==> config.mk <==
export PLATFORM = sky130hd
export DESIGN_NAME = rails_seq_buf
export DESIGN_NICKNAME = d
export VERILOG_FILES = /design/src/rtl/rails_pkg.sv /design/src/rtl/rails_seq_buf.sv
export SDC_FILE = /design/constraint.sdc
export NUM_CORES = 1
export LEC_CHECK = 0
export BUFFER_PORTS_ARGS = -buffer_cell sky130_fd_sc_hd__buf_2
export CAP_MARGIN = 40
export CORE_MARGIN = 1
export CORE_UTILIZATION = 62
export DETAILED_ROUTE_END_ITERATION = 10
export PLACE_DENSITY = 0.95
export REMOVE_ABC_BUFFERS = 1
export SYNTH_ARGS = -nofsm -noshare
export SYNTH_HDL_FRONTEND = slang
export SYNTH_SLANG_ARGS = --single-unit
==> constraint.sdc <==
create_clock -name clk -period 6.6 [get_ports clk]
set_clock_uncertainty 0.15 [all_clocks]
set_input_delay 1.98 -clock clk [delete_from_list [all_inputs] [get_ports clk]]
set_output_delay 1.98 -clock clk [all_outputs]
set_load 0.005 [all_outputs]
==> src/rtl/rails_pkg.sv <==
// rtl/rails_pkg.sv - shared states, sizes and grant constants for the rails arbiter
package rails_pkg;

  localparam int DW      = 4;
  localparam int MAX_LEN = 10;
  localparam int LEN_W   = $clog2(MAX_LEN + 1);

  localparam logic GNT_REQ0 = 1'b0;
  localparam logic GNT_REQ1 = 1'b1;

  typedef enum logic [2:0] {
    IDLE = 3'd0,
    LOAD = 3'd1,
    RUN  = 3'd2,
    WAIT = 3'd3,
    RESP = 3'd4
  } state_t;

endpackage

==> src/rtl/rails_seq_buf.sv <==
// rtl/rails_seq_buf.sv - frame element store: indexed write, combinational read
module rails_seq_buf
  import rails_pkg::*;
#(
  parameter int DEPTH = MAX_LEN,
  parameter int WIDTH = DW,
  parameter int IDX_W = LEN_W
) (
  input  logic             clk,
  input  logic             reset,
  input  logic             wr_en,
  input  logic [IDX_W-1:0] wr_idx,
  input  logic [WIDTH-1:0] wr_data,
  input  logic [IDX_W-1:0] rd_idx,
  output logic [WIDTH-1:0] rd_data
);

  logic [WIDTH-1:0] mem [DEPTH];

  // Element write; out-of-range indices are dropped rather than aliased.
  always_ff @(posedge clk or negedge reset) begin
    if (!reset) begin
      for (int i = 0; i < DEPTH; i++) mem[i] <= '0;
    end else if (wr_en && (int'(wr_idx) < DEPTH)) begin
      mem[wr_idx] <= wr_data;
    end
  end

  // The RUN counter can sit one past the last element; read zero there.
  assign rd_data = (int'(rd_idx) < DEPTH) ? mem[rd_idx] : '0;

endmodule

# --- Word-level counts from Yosys, hierarchy flattened ---
# Index checks and enable logic that the tools add are counted.
totals:
  output_inout_bits: 4
  regBits: 40
  elab_cells: 26
  inputBits: 15
op_classes:
  n_bitwise: 2
  reduce_logical: 2
  n_mux: 7
  magnitude_cmp: 5
ops:
  columns: ["operator", "count"]
  rows:
  - ["bitwise mux 40 bit", 1]
  - ["binary-select mux 4 bit (select 4 bit)", 1]
  - ["demux 4 bit (select 4 bit)", 1]
  - ["two-way mux 4 bit", 4]
  - [">= comparator 5 bit, second input constant", 2]
  - ["NOT 4 -> 5 bit", 2]
  - ["less-than comparator 4 bit, second input constant", 2]
  - ["less-than comparator 5 x 1 -> 1 bit, second input constant", 1]
  - ["logical AND 1 bit", 2]

# --- Depth between registers and ports, before layout ---
# Gate-level depths: netlist (run 1).
depth:
  ltp_word: 6
  depth_mapped: 5
  depth_no_buf: 3

# --- Worst setup path after synthesis (run 1) ---
# Ideal clock, no wire load.
synth_path:
  path_kind: "input to output"
  start: "input port rd_idx[0]"
  end: "output port rd_data[3]"
  path_slack_ps: 1545
  t_arrival_ps: 2925
  required_ps: 4470
  n_path_buf: 1
  cell_stages: 4
  path_cell_list: "buf_2 > mux4_2 > a2bb2oi_1 > o2bb2ai_1"
synth_between:
  elab_chain_len: 5
  word_cells_on_any_way: 6
  cone_classes: "1 x order compare; 4 x mux; 1 x bitwise"
synth_rtl:
  columns: ["item", "line", "rtl"]
  rows:
  - ["start, declared", "rails_seq_buf.sv:14", "input logic [IDX_W-1:0] rd_idx,"]
  - ["NOT 4 -> 5 bit (implied by the code)", "rails_seq_buf.sv:30", "assign rd_data = (int'(rd_idx) < DEPTH) ? mem[rd_idx] : '0;"]
  - ["binary-select mux 4 bit (select 4 bit)", "rails_seq_buf.sv:30", null]
  - ["two-way mux 4 bit (implied by the code) (2 in a row)", "rails_seq_buf.sv:30", null]
  - ["two-way mux 4 bit *", "rails_seq_buf.sv:30", null]
  - ["end, declared", "rails_seq_buf.sv:15", "output logic [WIDTH-1:0] rd_data"]
# Mark *: on every way between the ends. The rest lies on a longest branch, timed or not. The select of a mux whose other input is x is not followed.

# --- Worst setup path in the final report (run 1) ---
layout_path:
  start: "input port rd_idx[0]"
  end: "output port rd_data[0]"
# Same word-level chain as after synthesis.

==> results of run 1 <==
## through the flow
stage,cell area [µm²],hold WS (ns),utilization [%]
2_1_floorplan,1880,0.324,-
3_3_place_gp,2010,0.334,70.9
3_5_place_dp,2010,0.343,70.9
4_1_cts,2130,0.369,75.5
5_1_grt,2130,0.382,75.5
6_report,2130,0.362,75.5
## area by class of cell
type	count	area, µm²
clock buffers	5	37.5
clock inverters	3	90.1
fillers	176	694
inverters	1	3.75
multi-input cells	87	873
flip-flops and latches	40	1000
well taps	31	38.8
repair buffers	18	90.1
## cell usage after synthesis (all sizes together)
| cell | number |
|---|---|
| clkbuf | 2 |
| nor3 | 1 |
| nor2b | 1 |
| nor3b | 2 |
| mux2 | 43 |
| mux2i | 9 |
| a31o | 3 |
| o2bb2ai | 1 |
| nor4 | 1 |
| buf | 6 |
| a31oi | 1 |
| dfrtp | 40 |
| nand4 | 2 |
| nand2 | 4 |
| nand3b | 2 |
| inv | 1 |
| a2bb2oi | 1 |
| mux4 | 4 |
| nor2 | 3 |
| nand2b | 3 |
| o22ai | 6 |
## routing by layer
layer | GRT usage, % | vias up | wire length [µm]
met4 | 10.5 | 0 | 78
met2 | 47.8 | 62 | 2120
met5 | 0 | - | 0
li1 | - | 545 | -
met1 | 32.1 | 633 | 1490
met3 | 7.94 | 10 | 272
## worst max-delay path by stage
stage                     startpoint          to  slack [ns]  cells after the start
after CTS                  rd_idx[0]  rd_data[0]        1.08                      5
after global routing       rd_idx[0]  rd_data[0]        1.03                      5
final                      rd_idx[0]  rd_data[0]        1.09                      5
after global placement     rd_idx[0]  rd_data[1]        1.13                      5
after floorplan            rd_idx[0]  rd_data[3]        1.77                      3
after detailed placement   rd_idx[0]  rd_data[1]        1.10                      5
## kinds of logic after synthesis
group	share of synthesized area (%)
AOI/OAI and AO/OA	4.58
buffers and inverters	2.03
DFF	52.3
muxes	34.7
and+or+nand+nor	6.34
## power by group through the flow
| stage | clock network [µW] | registers (µW) | logic, µW |
|---|---|---|---|
| 2_1_floorplan | 0 | 324 | 89.1 |
| 3_3_place_gp | 0 | 333 | 117 |
| 3_5_place_dp | 0 | 339 | 126 |
| 4_1_cts | 236 | 334 | 127 |
| 5_1_grt | 245 | 340 | 137 |
| 6_report | 235 | 335 | 126 |
## worst max-delay path, cell delays in order
cell	delay (ns)
buf_2	0.39
mux4_2	0.57
o22ai_1	0.21
o22ai_1	0.09
buf_2	0.13
==> run metrics, run 1 <==
run status=finished, violations left; Lkg Pwr=0.000952 µW; P_sw=163 µW; Max Cap Viol=0; FMAX=0.182 GHz; layout cell share with drive strength beyond 1=51.3%; Port Buffers=18; P_int=533 µW; commonest cells after routing, fill and taps aside=43 x mux2_2, 40 x dfrtp_1, 18 x buf_2, 9 x mux2i_1, 6 x o22ai_1; routed via count=around 1300; final net count=168; HP Class=reg -> reg; register area share after synthesis=52.3%; hold depth=1; CTS root buffer=clkbuf_4; Yosys warning total=0; Area Overhead vs Synth=11.6%; hold path endpoint=mem[17]; placed wire-length estimate=3000 µm; r2r endpoint=mem[5]; Synth cell types=24; Sink Count=40; initial antenna violation count=0; post-synth top area share=52.3%; Max Slew Vio Count=0; Regs by FF count=mem x40; placed cells=approximately 180; router iterations before antenna repair=7; first-pass GRT wire length=6420 µm; Rows=19; vias per inst=between 6 and 7; worst r2r path cells=1; syn avg cell area=14.1 µm²; Clock Power Share=33.8%; Final setup viols=0; switching share of power=23.4%; Yosys top cell by area=dfrtp_1; Worst R2R Setup Slack=between 5 and 6 ns; setup TNS=0 ns; RSZ-0062 raised after global routing=false; die height=57.6 µm; Final Hold Fails=0; final cell count without fillers=185; vias in the first global route=1281; period utilisation layout=83.5%; Die Area=3310 µm²; critical path capture point type=output port; hold buffers post-CTS=0; Avg WL per Cell=roughly 21 µm; post-route minimum period=5.51 ns; worst skew pair latency=0.34 ns; largest fanout on the critical path=16; Syn Inst Count=136; PD cells=326 nW/µm²; final wirelength=3960 µm; CTS tree=done; Post-Syn Area=1910 µm²; GRT Total Usage=27.5%; die width=~58 µm; DP Worst Slack=1.10 ns; Slew @ Worst Pin=0.858 ns; post-route ant nets=0; diode count=0; Area contributors post-synth=dfrtp_1 52%, mux2_2 25%, mux2i_1 4.7%; cts repair resizes=0; IR drop worst, VDD=approximately 0.23 mV; Max Root-Sink Buffers=2; clk slew on worst S/H paths=0.11 ns; Top reg by flops=mem; critical path data arrival time=3.38 ns; initial core utilization=67.6%; worst setup margin=roughly 1.1 ns; Setup Buffers After CTS=0; combinational power share=18.1%; total CTS buffers=5; pin count of the biggest net entering global routing=about 40; max FFs per register=40; reg2reg start=mem[5]; failing checks=design-rule violations; commonest non-fill, non-tap cell in the layout=mux2_2; gr ovfl total=0; Worst Setup Path Type=in -> out; slew margin rel.=42.8%; H-tree depth=2; I/O pin count=19; worst min-delay path startpoint=mem[17]; placeable core region=2830 µm²; DRC violations left=1; Req. time, crit path=4.47 ns; Setup crit start kind=input pin; Flop pwr share=48.2%; Total Power=696 µW; Iteration-0 DRC Markers=74; Yosys reg bits=40; GPL Wtd Cong=0.898
(Power assumes the default switching activity.)
==> run 2, diff against run 1 <==
--- a/config.mk
+++ b/config.mk
@@ -5,12 +5,13 @@
 export SDC_FILE = /design/constraint.sdc
 export NUM_CORES = 1
 export LEC_CHECK = 0
+export ABC_AREA = 1
 export BUFFER_PORTS_ARGS = -buffer_cell sky130_fd_sc_hd__buf_2
 export CAP_MARGIN = 40
 export CORE_MARGIN = 1
-export CORE_UTILIZATION = 62
+export CORE_UTILIZATION = 58
 export DETAILED_ROUTE_END_ITERATION = 10
-export PLACE_DENSITY = 0.95
+export PLACE_DENSITY = 0.9
 export REMOVE_ABC_BUFFERS = 1
 export SYNTH_ARGS = -nofsm -noshare
 export SYNTH_HDL_FRONTEND = slang
==> constraint.sdc (replaced) <==
create_clock -name clk -period 5.65 [get_ports clk]
set_clock_uncertainty 0.15 [all_clocks]
set_input_delay 1.695 -clock clk [delete_from_list [all_inputs] [get_ports clk]]
set_output_delay 1.695 -clock clk [all_outputs]
set_load 0.005 [all_outputs]
==> run 2 against run 1 <==
The run now ends clean; non-clock buffer count grew 1; highest routed layer unchanged; die area grew 17%; sequential power grew 14%; final cell count grew 97%; clock power is essentially flat; global-route usage grew 2.8 points; synthesized cell count grew 120%; register-to-register slack lost 0.84 ns; area after synthesis grew 10%.
==> run metrics, run 2 <==
Worst R2R Setup Slack=4.81 ns; Area contributors post-synth=dfrtp_1 47%, nand2_1 24%, nand3_1 11%; fillers=around 280; Die Area=roughly 3900 µm²; Slew @ Worst Pin=around 0.54 ns; worst hold margin=0.335 ns; register area share after synthesis=47.4%; clk slew on worst S/H paths=0.11 ns; vias per inst=5.58; Final setup viols=0; router iterations before antenna repair=5; vias in the first global route=1936; Max Slew Vio Count=0; pin count of the biggest net entering global routing=23; RSZ-0062 raised after global routing=false; H-tree depth=2; GPL Wtd Cong=about 0.93; Most common cell on crit path=nand3_1; Syn Inst Count=300; critical path capture point type=output port; Regs by FF count=mem x40; IR drop worst, VDD=0.181 mV; PD cells=roughly 330 nW/µm²; Yosys top cell by area=dfrtp_1; area of the multi-input gates=between 900 and 1000 µm²; placed standard-cell area=2240 µm²; Setup Buffers After CTS=0; Yosys reg bits=40; HP Class=reg -> reg; critical path data arrival time=2.99 ns; run status=completed; Req. time, crit path=3.81 ns; Rows=21; CP peak stage delay=0.45 ns; DRC violations left=0; GRT Total Usage=30.3%; Worst Setup Path Type=in -> out; Lkg Pwr=about 0.0013 µW; first-pass GRT wire length=8850 µm; routed via count=about 2000; worst skew pair latency=0.35 ns; hold depth=2; Yosys warning total=0; Port Buffers=18; slew margin rel.=63.8%; CP top delay family=buffers and inverters; period utilisation layout=85.6%; Synth cell types=15; most frequent cell after synthesis=nand2_1; post-synth top area share=a little under half; final net count=334; Setup crit start kind=input pin; die height=approximately 62 µm; reg2reg start=mem[30]; sequential cell area=1000 µm²; Async SR Flop Fraction=100%; Total Power=769 µW; final wirelength=5240 µm; post-route ant nets=0; max FFs per register=40; commonest non-fill, non-tap cell in the layout=nand2_1; Max Cap Viol=0; diode count=0; Iteration-0 DRC Markers=193; placed wire-length estimate=around 3800 µm; Top reg by flops=mem; largest fanout on the critical path=21; placeable core region=3420 µm²; initial antenna violation count=0; crit-path cells=buf_2 > inv_1 > nand2_1 > nand3_1 > nand3_1 > nand3_1 > nand2_1 > buf_2; Synth Flop Type=dfrtp_1; Avg WL per Cell=14.4 µm; Final Hold Fails=0; Post-Syn Area=roughly 2100 µm²; layout cell share with drive strength beyond 1=11.0%; I/O pin count=19; worst path bufs/invs=3; hold buffers post-CTS=0; die width=62.3 µm; Sink Count=40; syn avg cell area=7.04 µm²; Commonest cells post-synth=136 x nand2_1, 48 x nand3_1, 40 x dfrtp_1; hold path endpoint=mem[19]; final core occ=68.4%; initial core utilization=61.8%; worst min-delay path startpoint=mem[19]; design area=roughly 2300 µm²; r2r endpoint=mem[30]; Area Overhead vs Synth=10.7%; FMAX=0.207 GHz; total CTS buffers=5; commonest cells after routing, fill and taps aside=136 x nand2_1, 48 x nand3_1, 40 x dfrtp_1, 36 x inv_1, 18 x buf_2; CTS tree=done; Max Root-Sink Buffers=2; CTS root buffer=clkbuf_4; CP max-delay cell=inv_1; Critical Path Source=rd_idx[0]; post-route minimum period=4.84 ns; setup TNS=0 ns; gr ovfl total=0; worst r2r path cells=2; cts repair resizes=0; number of synthesized flops with an enable pin=0
## run 2: cell types whose count changed after synthesis, sizes merged, moves of 6 or more
cell,delta
inv,+36
mux2,-43
mux2i,-9
nand2,+137
nand3,+48
o21ai,+17
o22ai,-6
## run 2: through the flow
step | instances | setup WS [ns]
global route | 365 | 0.628
detailed placement | 358 | 0.903
CTS | 365 | 0.847
global placement | 357 | 0.915
finish | 365 | 0.813
floorplan | 293 | 1.45
## run 2: how the worst max path moves through the flow
stage	end	cells past startpoint
global placement	rd_data[2]	9
detailed placement	rd_data[2]	9
floorplan	rd_data[0]	7
global route	rd_data[3]	8
CTS	rd_data[3]	9
finish	rd_data[3]	8
## run 2: worst min-delay path, cell delays in order, from the launching register on
cell     delay (ns)
dfrtp_1        0.36
nand2_1        0.05
nand2_1        0.05
## run 2: power by group
group	total, µW	internal (µW)	switching, µW
Combinational	155	55.1	100
Sequential	381	346	35.3
Clock	232	135	96.7
## run 2: metal layers
layer  vias to the layer above  global-route usage [%]  wire [µm]
li1                        966                       -          -
met1                       950                    36.4       2060
met2                        91                    49.3       2560
met3                        28                    7.72        369
met4                         0                    17.7        254
met5                         -                       0          0
## run 2: cell families (layout without fill, tap and decap cells)
kind of cell / count (synthesis) / after routing / share of synthesized area [%]
simple gates: 197 / 197 / 39.4
buf+inv: 46 / 65 / 9.19
flops: 40 / 40 / 47.4
compound gates: 17 / 17 / 4.03
## run 2: final cells by class
cell class	instances	area share [%]
timing repair buffer	19	5.03
clock inverter	2	2.57
clock buffer	5	1.61
multi-input combinational	214	39.2
tap	46	2.46
inverter	39	6.27
sequential	40	42.8
